File: src/rtl/powerup_renderer_if.sv
// Sprite memory read port between the pellet renderer and the pellet ROM.
// The renderer issues the address; the ROM answers one cycle later.
interface powerup_renderer_if;
    logic [7:0] read_address;
    logic [1:0] sprite_data;

    modport master (
        output read_address,
        input  sprite_data
    );

    modport slave (
        input  read_address,
        output sprite_data
    );
endinterface

File: src/rtl/powerup_renderer.sv
// Power-pellet renderer: pellet hit test, ROM addressing, blink timer,
// eaten/active bookkeeping and pellets-remaining count.
module powerup_renderer #(
    parameter int SPRITE_DIM   = 15,
    parameter int BLINK_FRAMES = 16,
    parameter int P0_X = 16,  parameter int P0_Y = 48,
    parameter int P1_X = 400, parameter int P1_Y = 48,
    parameter int P2_X = 16,  parameter int P2_Y = 352,
    parameter int P3_X = 400, parameter int P3_Y = 352
) (
    input  logic       Clk,
    input  logic       Reset,
    input  logic       frame_start,
    input  logic [9:0] DrawX,
    input  logic [9:0] DrawY,
    input  logic       eat_valid,
    input  logic [1:0] eat_idx,
    input  logic       restore,
    powerup_renderer_if.master mem,
    output logic       pixel_valid,
    output logic [1:0] pixel_color,
    output logic       eaten_pulse,
    output logic [2:0] pellets_left,
    output logic       all_eaten
);

    localparam int CW = (BLINK_FRAMES > 1) ? $clog2(BLINK_FRAMES) : 1;
    localparam logic [9:0] DIM = 10'(SPRITE_DIM);
    localparam logic [9:0] PX [4] =
        '{10'(P0_X), 10'(P1_X), 10'(P2_X), 10'(P3_X)};
    localparam logic [9:0] PY [4] =
        '{10'(P0_Y), 10'(P1_Y), 10'(P2_Y), 10'(P3_Y)};

    logic [3:0]    active;
    logic          blink_on;
    logic [CW-1:0] blink_cnt;
    logic          hit_q;

    logic [9:0] dx [4];
    logic [9:0] dy [4];
    logic [3:0] hit;
    logic [7:0] sel_dx;
    logic [7:0] sel_dy;

    // Unsigned wrap turns a pixel left/above the sprite into a miss.
    always_comb begin
        hit    = '0;
        sel_dx = '0;
        sel_dy = '0;
        for (int i = 0; i < 4; i++) begin
            dx[i]  = DrawX - PX[i];
            dy[i]  = DrawY - PY[i];
            hit[i] = active[i] && (dx[i] < DIM) && (dy[i] < DIM);
        end
        for (int i = 3; i >= 0; i--) begin
            if (hit[i]) begin
                sel_dx = 8'(dx[i]);
                sel_dy = 8'(dy[i]);
            end
        end
    end

    assign mem.read_address = sel_dy * 8'(SPRITE_DIM) + sel_dx;

    always_ff @(posedge Clk) begin
        if (Reset) begin
            active      <= 4'b1111;
            blink_on    <= 1'b1;
            blink_cnt   <= '0;
            hit_q       <= 1'b0;
            eaten_pulse <= 1'b0;
        end else begin
            hit_q       <= |hit;
            eaten_pulse <= 1'b0;
            if (restore) begin
                active    <= 4'b1111;
                blink_on  <= 1'b1;
                blink_cnt <= '0;
            end else begin
                if (eat_valid && active[eat_idx]) begin
                    active[eat_idx] <= 1'b0;
                    eaten_pulse     <= 1'b1;
                end
                if (frame_start) begin
                    if (blink_cnt == CW'(BLINK_FRAMES - 1)) begin
                        blink_cnt <= '0;
                        blink_on  <= ~blink_on;
                    end else begin
                        blink_cnt <= blink_cnt + CW'(1);
                    end
                end
            end
        end
    end

    assign pixel_valid = hit_q && blink_on && (mem.sprite_data != 2'd0);
    assign pixel_color = pixel_valid ? mem.sprite_data : 2'd0;

    always_comb begin
        pellets_left = '0;
        for (int i = 0; i < 4; i++)
            pellets_left = pellets_left + {2'b00, active[i]};
    end

    assign all_eaten = (pellets_left == 3'd0);

endmodule

File: src/flat_wrapper.sv
// flat-port wrapper written by rule: the top's interface ports become plain ports
module powerup_renderer_flat 
#(
    parameter int SPRITE_DIM   = 15,
    parameter int BLINK_FRAMES = 16,
    parameter int P0_X = 16,  parameter int P0_Y = 48,
    parameter int P1_X = 400, parameter int P1_Y = 48,
    parameter int P2_X = 16,  parameter int P2_Y = 352,
    parameter int P3_X = 400, parameter int P3_Y = 352
)
  (Clk, Reset, frame_start, DrawX, DrawY, eat_valid, eat_idx, restore, pixel_valid, pixel_color, eaten_pulse, pellets_left, all_eaten, mem_read_address, mem_sprite_data);
  powerup_renderer_if mem_i ();
  input  logic Clk;
  input  logic Reset;
  input  logic frame_start;
  input  logic [9:0] DrawX;
  input  logic [9:0] DrawY;
  input  logic eat_valid;
  input  logic [1:0] eat_idx;
  input  logic restore;
  output logic pixel_valid;
  output logic [1:0] pixel_color;
  output logic eaten_pulse;
  output logic [2:0] pellets_left;
  output logic all_eaten;
  output wire logic [$bits(mem_i.read_address)-1:0] mem_read_address;
  input wire logic [$bits(mem_i.sprite_data)-1:0] mem_sprite_data;
  assign mem_read_address = mem_i.read_address;
  assign mem_i.sprite_data = mem_sprite_data;
  powerup_renderer #(.SPRITE_DIM(SPRITE_DIM), .BLINK_FRAMES(BLINK_FRAMES), .P0_X(P0_X), .P0_Y(P0_Y), .P1_X(P1_X), .P1_Y(P1_Y), .P2_X(P2_X), .P2_Y(P2_Y), .P3_X(P3_X), .P3_Y(P3_Y)) u_core (.Clk(Clk), .Reset(Reset), .frame_start(frame_start), .DrawX(DrawX), .DrawY(DrawY), .eat_valid(eat_valid), .eat_idx(eat_idx), .restore(restore), .mem(mem_i), .pixel_valid(pixel_valid), .pixel_color(pixel_color), .eaten_pulse(eaten_pulse), .pellets_left(pellets_left), .all_eaten(all_eaten));
endmodule
File: config.mk
export PLATFORM = sky130hd
export DESIGN_NAME = powerup_renderer_flat
export DESIGN_NICKNAME = d
export VERILOG_FILES = /design/src/rtl/powerup_renderer_if.sv /design/src/rtl/powerup_renderer.sv /design/src/flat_wrapper.sv
export SDC_FILE = /design/constraint.sdc
export NUM_CORES = 1
export LEC_CHECK = 0
export ABC_AREA = 0
export BUFFER_PORTS_ARGS = -buffer_cell sky130_fd_sc_hd__buf_2
export CAP_MARGIN = 20
export CORE_MARGIN = 2
export CORE_UTILIZATION = 53
export CTS_CLUSTER_DIAMETER = 50
export DETAILED_ROUTE_END_ITERATION = 10
export PLACE_DENSITY_LB_ADDON = 0.15
export SETUP_SLACK_MARGIN = 0.02
export SYNTH_ARGS = -nofsm -noshare
export SYNTH_HDL_FRONTEND = slang
export SYNTH_SLANG_ARGS = --single-unit
File: constraint.sdc
create_clock -name Clk -period 9 [get_ports Clk]
set_input_delay 1.8 -clock Clk [delete_from_list [all_inputs] [get_ports Clk]]
set_output_delay 1.8 -clock Clk [all_outputs]
set_load 0.03 [all_outputs]
Yosys cells after proc, flatten, opt, wreduce, memory -nomap -nowiden

Index checks and enable logic that the tools add are counted.

Output and inout bits: 16
Bits in registers: 11
Input port bits: 29
Logic and storage cells: 57

Add/subtract/negate cells: 9
Eq/ne operators: 1
Magnitude comparators: 6
Multiply operators: 1
Multiplexer cells: 15
Reduce and logical (&&, ||, !) cells: 17
Bitwise gates (word level): 3

Operator list:

| cell                                                         | count |
|---|---|
| two-way mux 8 bit                                            | 8 |
| less-than comparator 10 x 4 -> 1 bit (second input constant) | 4 |
| subtractor 10 x 9 -> 10 bit (second input constant)          | 2 |
| logical AND 1 bit                                            | 12 |
| subtractor 10 x 5 -> 10 bit (second input constant)          | 1 |
| subtractor 10 x 6 -> 10 bit (second input constant)          | 1 |
| adder 8 bit                                                  | 1 |
| multiplier 8 x 4 -> 8 bit (second input constant)            | 1 |
| adder 3 x 1 -> 3 bit                                         | 2 |
| adder 4 x 1 -> 4 bit (second input constant)                 | 1 |
| bitwise AND 4 bit                                            | 1 |
| == test 4 bit (second input constant)                        | 1 |
| two-way mux 4 bit                                            | 1 |
| NOT 4 bit                                                    | 1 |
| OR reduction 4 bit                                           | 1 |
| logical NOT 3 bit                                            | 1 |
| less-than comparator 2 x 3 -> 1 bit (second input constant)  | 1 |
| two-way mux 1 bit                                            | 3 |
| adder 1 x 1 -> 2 bit                                         | 1 |
| binary-select mux 1 bit (select 2 bit)                       | 1 |
| demux 1 bit (select 2 bit)                                   | 1 |
| >= comparator 2 x 1 -> 1 bit (second input constant)         | 1 |
| two-way mux 2 bit                                            | 1 |
| AND reduction 2 bit                                          | 1 |
| 3 further kinds                                              | 3 |

Depth between registers and ports, before layout

Word-level depth: 10
Depth in mapped cells: 21
Mapped depth without buffers: 20

Worst setup path after synthesis

OpenSTA, ideal clock, no wires.

Path type: input to output
Start point: input DrawY[4]
End point: output mem_read_address[7]
Slack: 0.708 ns
Cell stages on the path: 19
Data arrival time: 6.492 ns
Path through: clkbuf_1 -> inv_1 -> ha_1 -> a2111oi_4 -> o211ai_1 -> a21oi_2 -> buf_2 -> nand2_1 -> fa_1 -> fa_1 -> fa_1 -> inv_1 -> ha_1 -> a21o_1 -> a21oi_1 -> o21bai_1 -> a21oi_1 -> xnor2_1 -> xnor2_1

Word-level cells in the longest chain between the ends: 9
Elaborated cells between the ends (all ways): 18

Ends and longest elaborated chain:

| element                              | line                   | RTL |
|---|---|---|
| from (decl)                          | flat_wrapper.sv:17     | `input logic [9:0] DrawY;` |
| subtractor 10 x 9 -> 10 bit          | powerup_renderer.sv:52 | `dy[i] = DrawY - PY[i];` |
| less-than comparator 10 x 4 -> 1 bit | powerup_renderer.sv:53 | `hit[i] = active[i] && (dx[i] < DIM) && (dy[i] < DIM);` |
| logical AND 1 bit                    | powerup_renderer.sv:53 |  |
| two-way mux 8 bit (4 in a row)       | powerup_renderer.sv:56 | `if (hit[i]) begin` |
| multiplier 8 x 4 -> 8 bit            | powerup_renderer.sv:63 | `assign mem.read_address = sel_dy * 8'(SPRITE_DIM) + sel_dx;` |
| adder 8 bit (*)                      | powerup_renderer.sv:63 |  |
| to (decl)                            | flat_wrapper.sv:26     | `output wire logic [$bits(mem_i.read_address)-1:0] mem_read_address;` |

Every way passes the cells marked *; elsewhere a longest branch is shown, timed or not.

Final worst setup path

Start point: input DrawY[5]
End point: output mem_read_address[7]

Same word-level chain as after synthesis.

==> impl_results.md <==
* Clk_skew at 0.000264 ns
* Final Slew Violations at 0
* H-tree depth at 1
* Register Area at 220 µm²
* Post-Synthesis Cells at 187
* Non-Filler Instances at 279
* HPWL after DPL at 2.88 mm
* Setup bufs post-CTS at 0
* Worst Tran Pin Value at 0.494 ns
* Mapped Avg Cell Area at 8.93 µm²
* Synth-to-Final Area Change at 18.2%
* Min-Delay Path Class: reg2reg
* Antenna cells at 0
* Critical-path cell list: buf_2, ha_1, nand2_1, a2111oi_4, o211ai_1, a21oi_2, buf_4, and2_1, fa_1, inv_1, fa_1, fa_1, inv_1, ha_1, a21oi_1, o21bai_1, a21oi_1, xnor2_1, xnor2_1, buf_2
* CP most frequent cell: fa_1
* Finished Core Util at 65.2%
* Critical path type: in2out
* Post-CTS Hold Fix Bufs at 0
* Core area at 0.00303 mm²
* Multi-input gate area at 0.00136 mm²
* Wire length per cell at 11.7 µm
* Vias per inst at 5.27
* Worst-path clk slew at 0.07 ns
* RSZ-0062 raised after global routing: no
* Final Cycle Share at 94.3%
* Synthesis-stage register bit count at 11
* Fillers at 286
* Layout cells sized above 1 at 22.6%
* Routed Antenna Nets at 0
* GRT Total Usage at 20.6%
* Fmax at 118 MHz
* Die height at 60.1 µm
* Synth Flop Type: dfxtp_1
* Total number of yosys warnings at 0
* Die Footprint at 0.00361 mm²
* Max_cap viols at 0
* NumNets Final at 302
* LEAKAGE at 0.941 nW
* Iter 0 DRT Violations at 43
* Clk Latency, worst-skew pair at 0.26 ns
* 1st-pass router iterations at 4
* Critical Path Slowest Stage Cell: fa_1
* Critical path's top delay family: adder cells
* Asr flop ratio synth at 0%
* Post-cts sizing count at 0
* Status: finished, final reports clean
* Final setup viols at 0
* Cell variety after synth at 42
* Vias in the first global route at 1414
* Num rows at 20
* Sequential fraction of the synthesis area at 13.2%
* IO Count at 45
* Most frequent cells in the layout: buf_2, inv_1, ha_1, nand2_1, fa_1
* CP startpoint kind: input port
* Crit path capture type: output pin
* Buf/Inv on CP at 5
* Pwr per Cell Area at 63.7 mW/mm²
* Clock tree buffer depth at 2
* Number of synthesized flops with an enable pin at 0
* Clock Tree Root: clkbuf_4
* CTS sink cnt at 11
* Slew Limit Headroom at 66.9%
* Mapped Area at 0.00167 mm²
* Peak supply drop at 81.1 µV
* DR vias at 1469
* CP arrival at 6.69 ns
* Gpl congestion at 0.840
* Largest net degree at the start of global routing at 10
* Die Span X at 60.1 µm
* First-pass GRT wire length at 5.71 mm
* Antenna violations before repair at 0
* Initial Util at 55.1%
* CP Max Fanout at 9
* Grt ovf at 0
* Most common cell after layout, fill and taps aside: buf_2
* Final Hold Vio Count at 0
* CP required at 7.20 ns
* Port buffer count at 44
* Max incr delay on CP at 0.54 ns
* Fin crit period at 8.49 ns
* # DRC at 0
* Placed Cells at 275
* Post-Route WL at 3.27 mm
* CTS tree: done
* TritonCTS Buffers at 3
* Setup TNS at 0 ns
## flip-flops by register name, indices dropped and copies added, names as in the netlist
name                cells
u_core.active           4
u_core.blink_on         1
u_core.blink_cnt        4
u_core.hit_q            1
u_core.eaten_pulse      1
## synthesized netlist by cell type, types with 2 or more instances
| cell type | n | area, µm² |
|---|---|---|
| mux2i_1 | 3 | 30.0 |
| nand3_1 | 2 | 10.0 |
| o21ai_1 | 2 | 10.0 |
| nor3_1 | 5 | 25.0 |
| nor2b_1 | 3 | 18.8 |
| o21ai_0 | 5 | 25.0 |
| nor4_1 | 4 | 25.0 |
| ha_1 | 22 | 275 |
| dfxtp_1 | 11 | 220 |
| a21o_1 | 2 | 15.0 |
| o211ai_1 | 3 | 22.5 |
| nand2_1 | 18 | 67.6 |
| and2_1 | 6 | 37.5 |
| xor2_1 | 6 | 52.6 |
| a21oi_1 | 8 | 40.0 |
| and3_1 | 3 | 18.8 |
| fa_1 | 15 | 300 |
| inv_1 | 23 | 86.3 |
| o21bai_1 | 2 | 15.0 |
| nor2_1 | 4 | 15.0 |
| xnor2_1 | 12 | 105 |
| nand2b_1 | 6 | 37.5 |
| nand4b_1 | 3 | 26.3 |
## power breakdown
group          internal, W  switching [W]  leakage, nW
logic            0.0000174      0.0000248        0.836
clock network    0.0000172      0.0000159       0.0150
registers        0.0000495    0.000000883       0.0893
## worst paths after layout
check / from / end / slack (ns) / depth (start not counted)
worst min register to register: u_core.active[0]$_SDFFE_PP1P_ / u_core.active[0]$_SDFFE_PP1P_ / 0.51 / 2
worst min-delay path: u_core.active[0]$_SDFFE_PP1P_ / u_core.active[0]$_SDFFE_PP1P_ / 0.51 / 2
worst max-delay path: DrawY[5] / mem_read_address[7] / 0.51 / 20
worst max register to register: u_core.active[3]$_SDFFE_PP1P_ / u_core.hit_q$_SDFF_PP0_ / 7.32 / 5
## area by class of cell
cell class	count	share of cell area [%]
repair buffers	45	11.5
clock buffers	4	1.33
flip-flops and latches	11	11.2
multi-input cells	152	68.8
well taps	44	2.79
inverters	23	4.38
## logic make-up after synthesis
group | share of synthesized area (%)
buf+inv | 5.70
xor+xnor | 9.45
flops | 13.2
mux | 3.15
fa+ha+maj | 34.5
other cells | 0.225
compound gates | 13.8
simple gates | 20.0
## metal layers
layer | part of all wire (%) | track usage, %
met3 | 2.7 | 0.649
met4 | 0.82 | 6.67
met2 | 52 | 38.8
met1 | 45 | 24.9
met5 | 0 | 0
## per-stage QoR
step,area (µm²),hold slack [ns],power (W),worst slack (ns)
after floorplan,1670,0.467,0.0000772,0.708
after global placement,1950,0.486,0.0000934,0.604
after detailed placement,1950,0.499,0.0000938,0.505
after CTS,1970,0.510,0.000128,0.496
after global routing,1970,0.549,0.000133,0.161
final,1970,0.506,0.000126,0.513
## worst min-delay path, stage by stage (launching register included)
cell and delay, ns:
dfxtp_1 0.34, o21ai_0 0.08, nand2_1 0.05
Power figures use the tool's default switching activity.
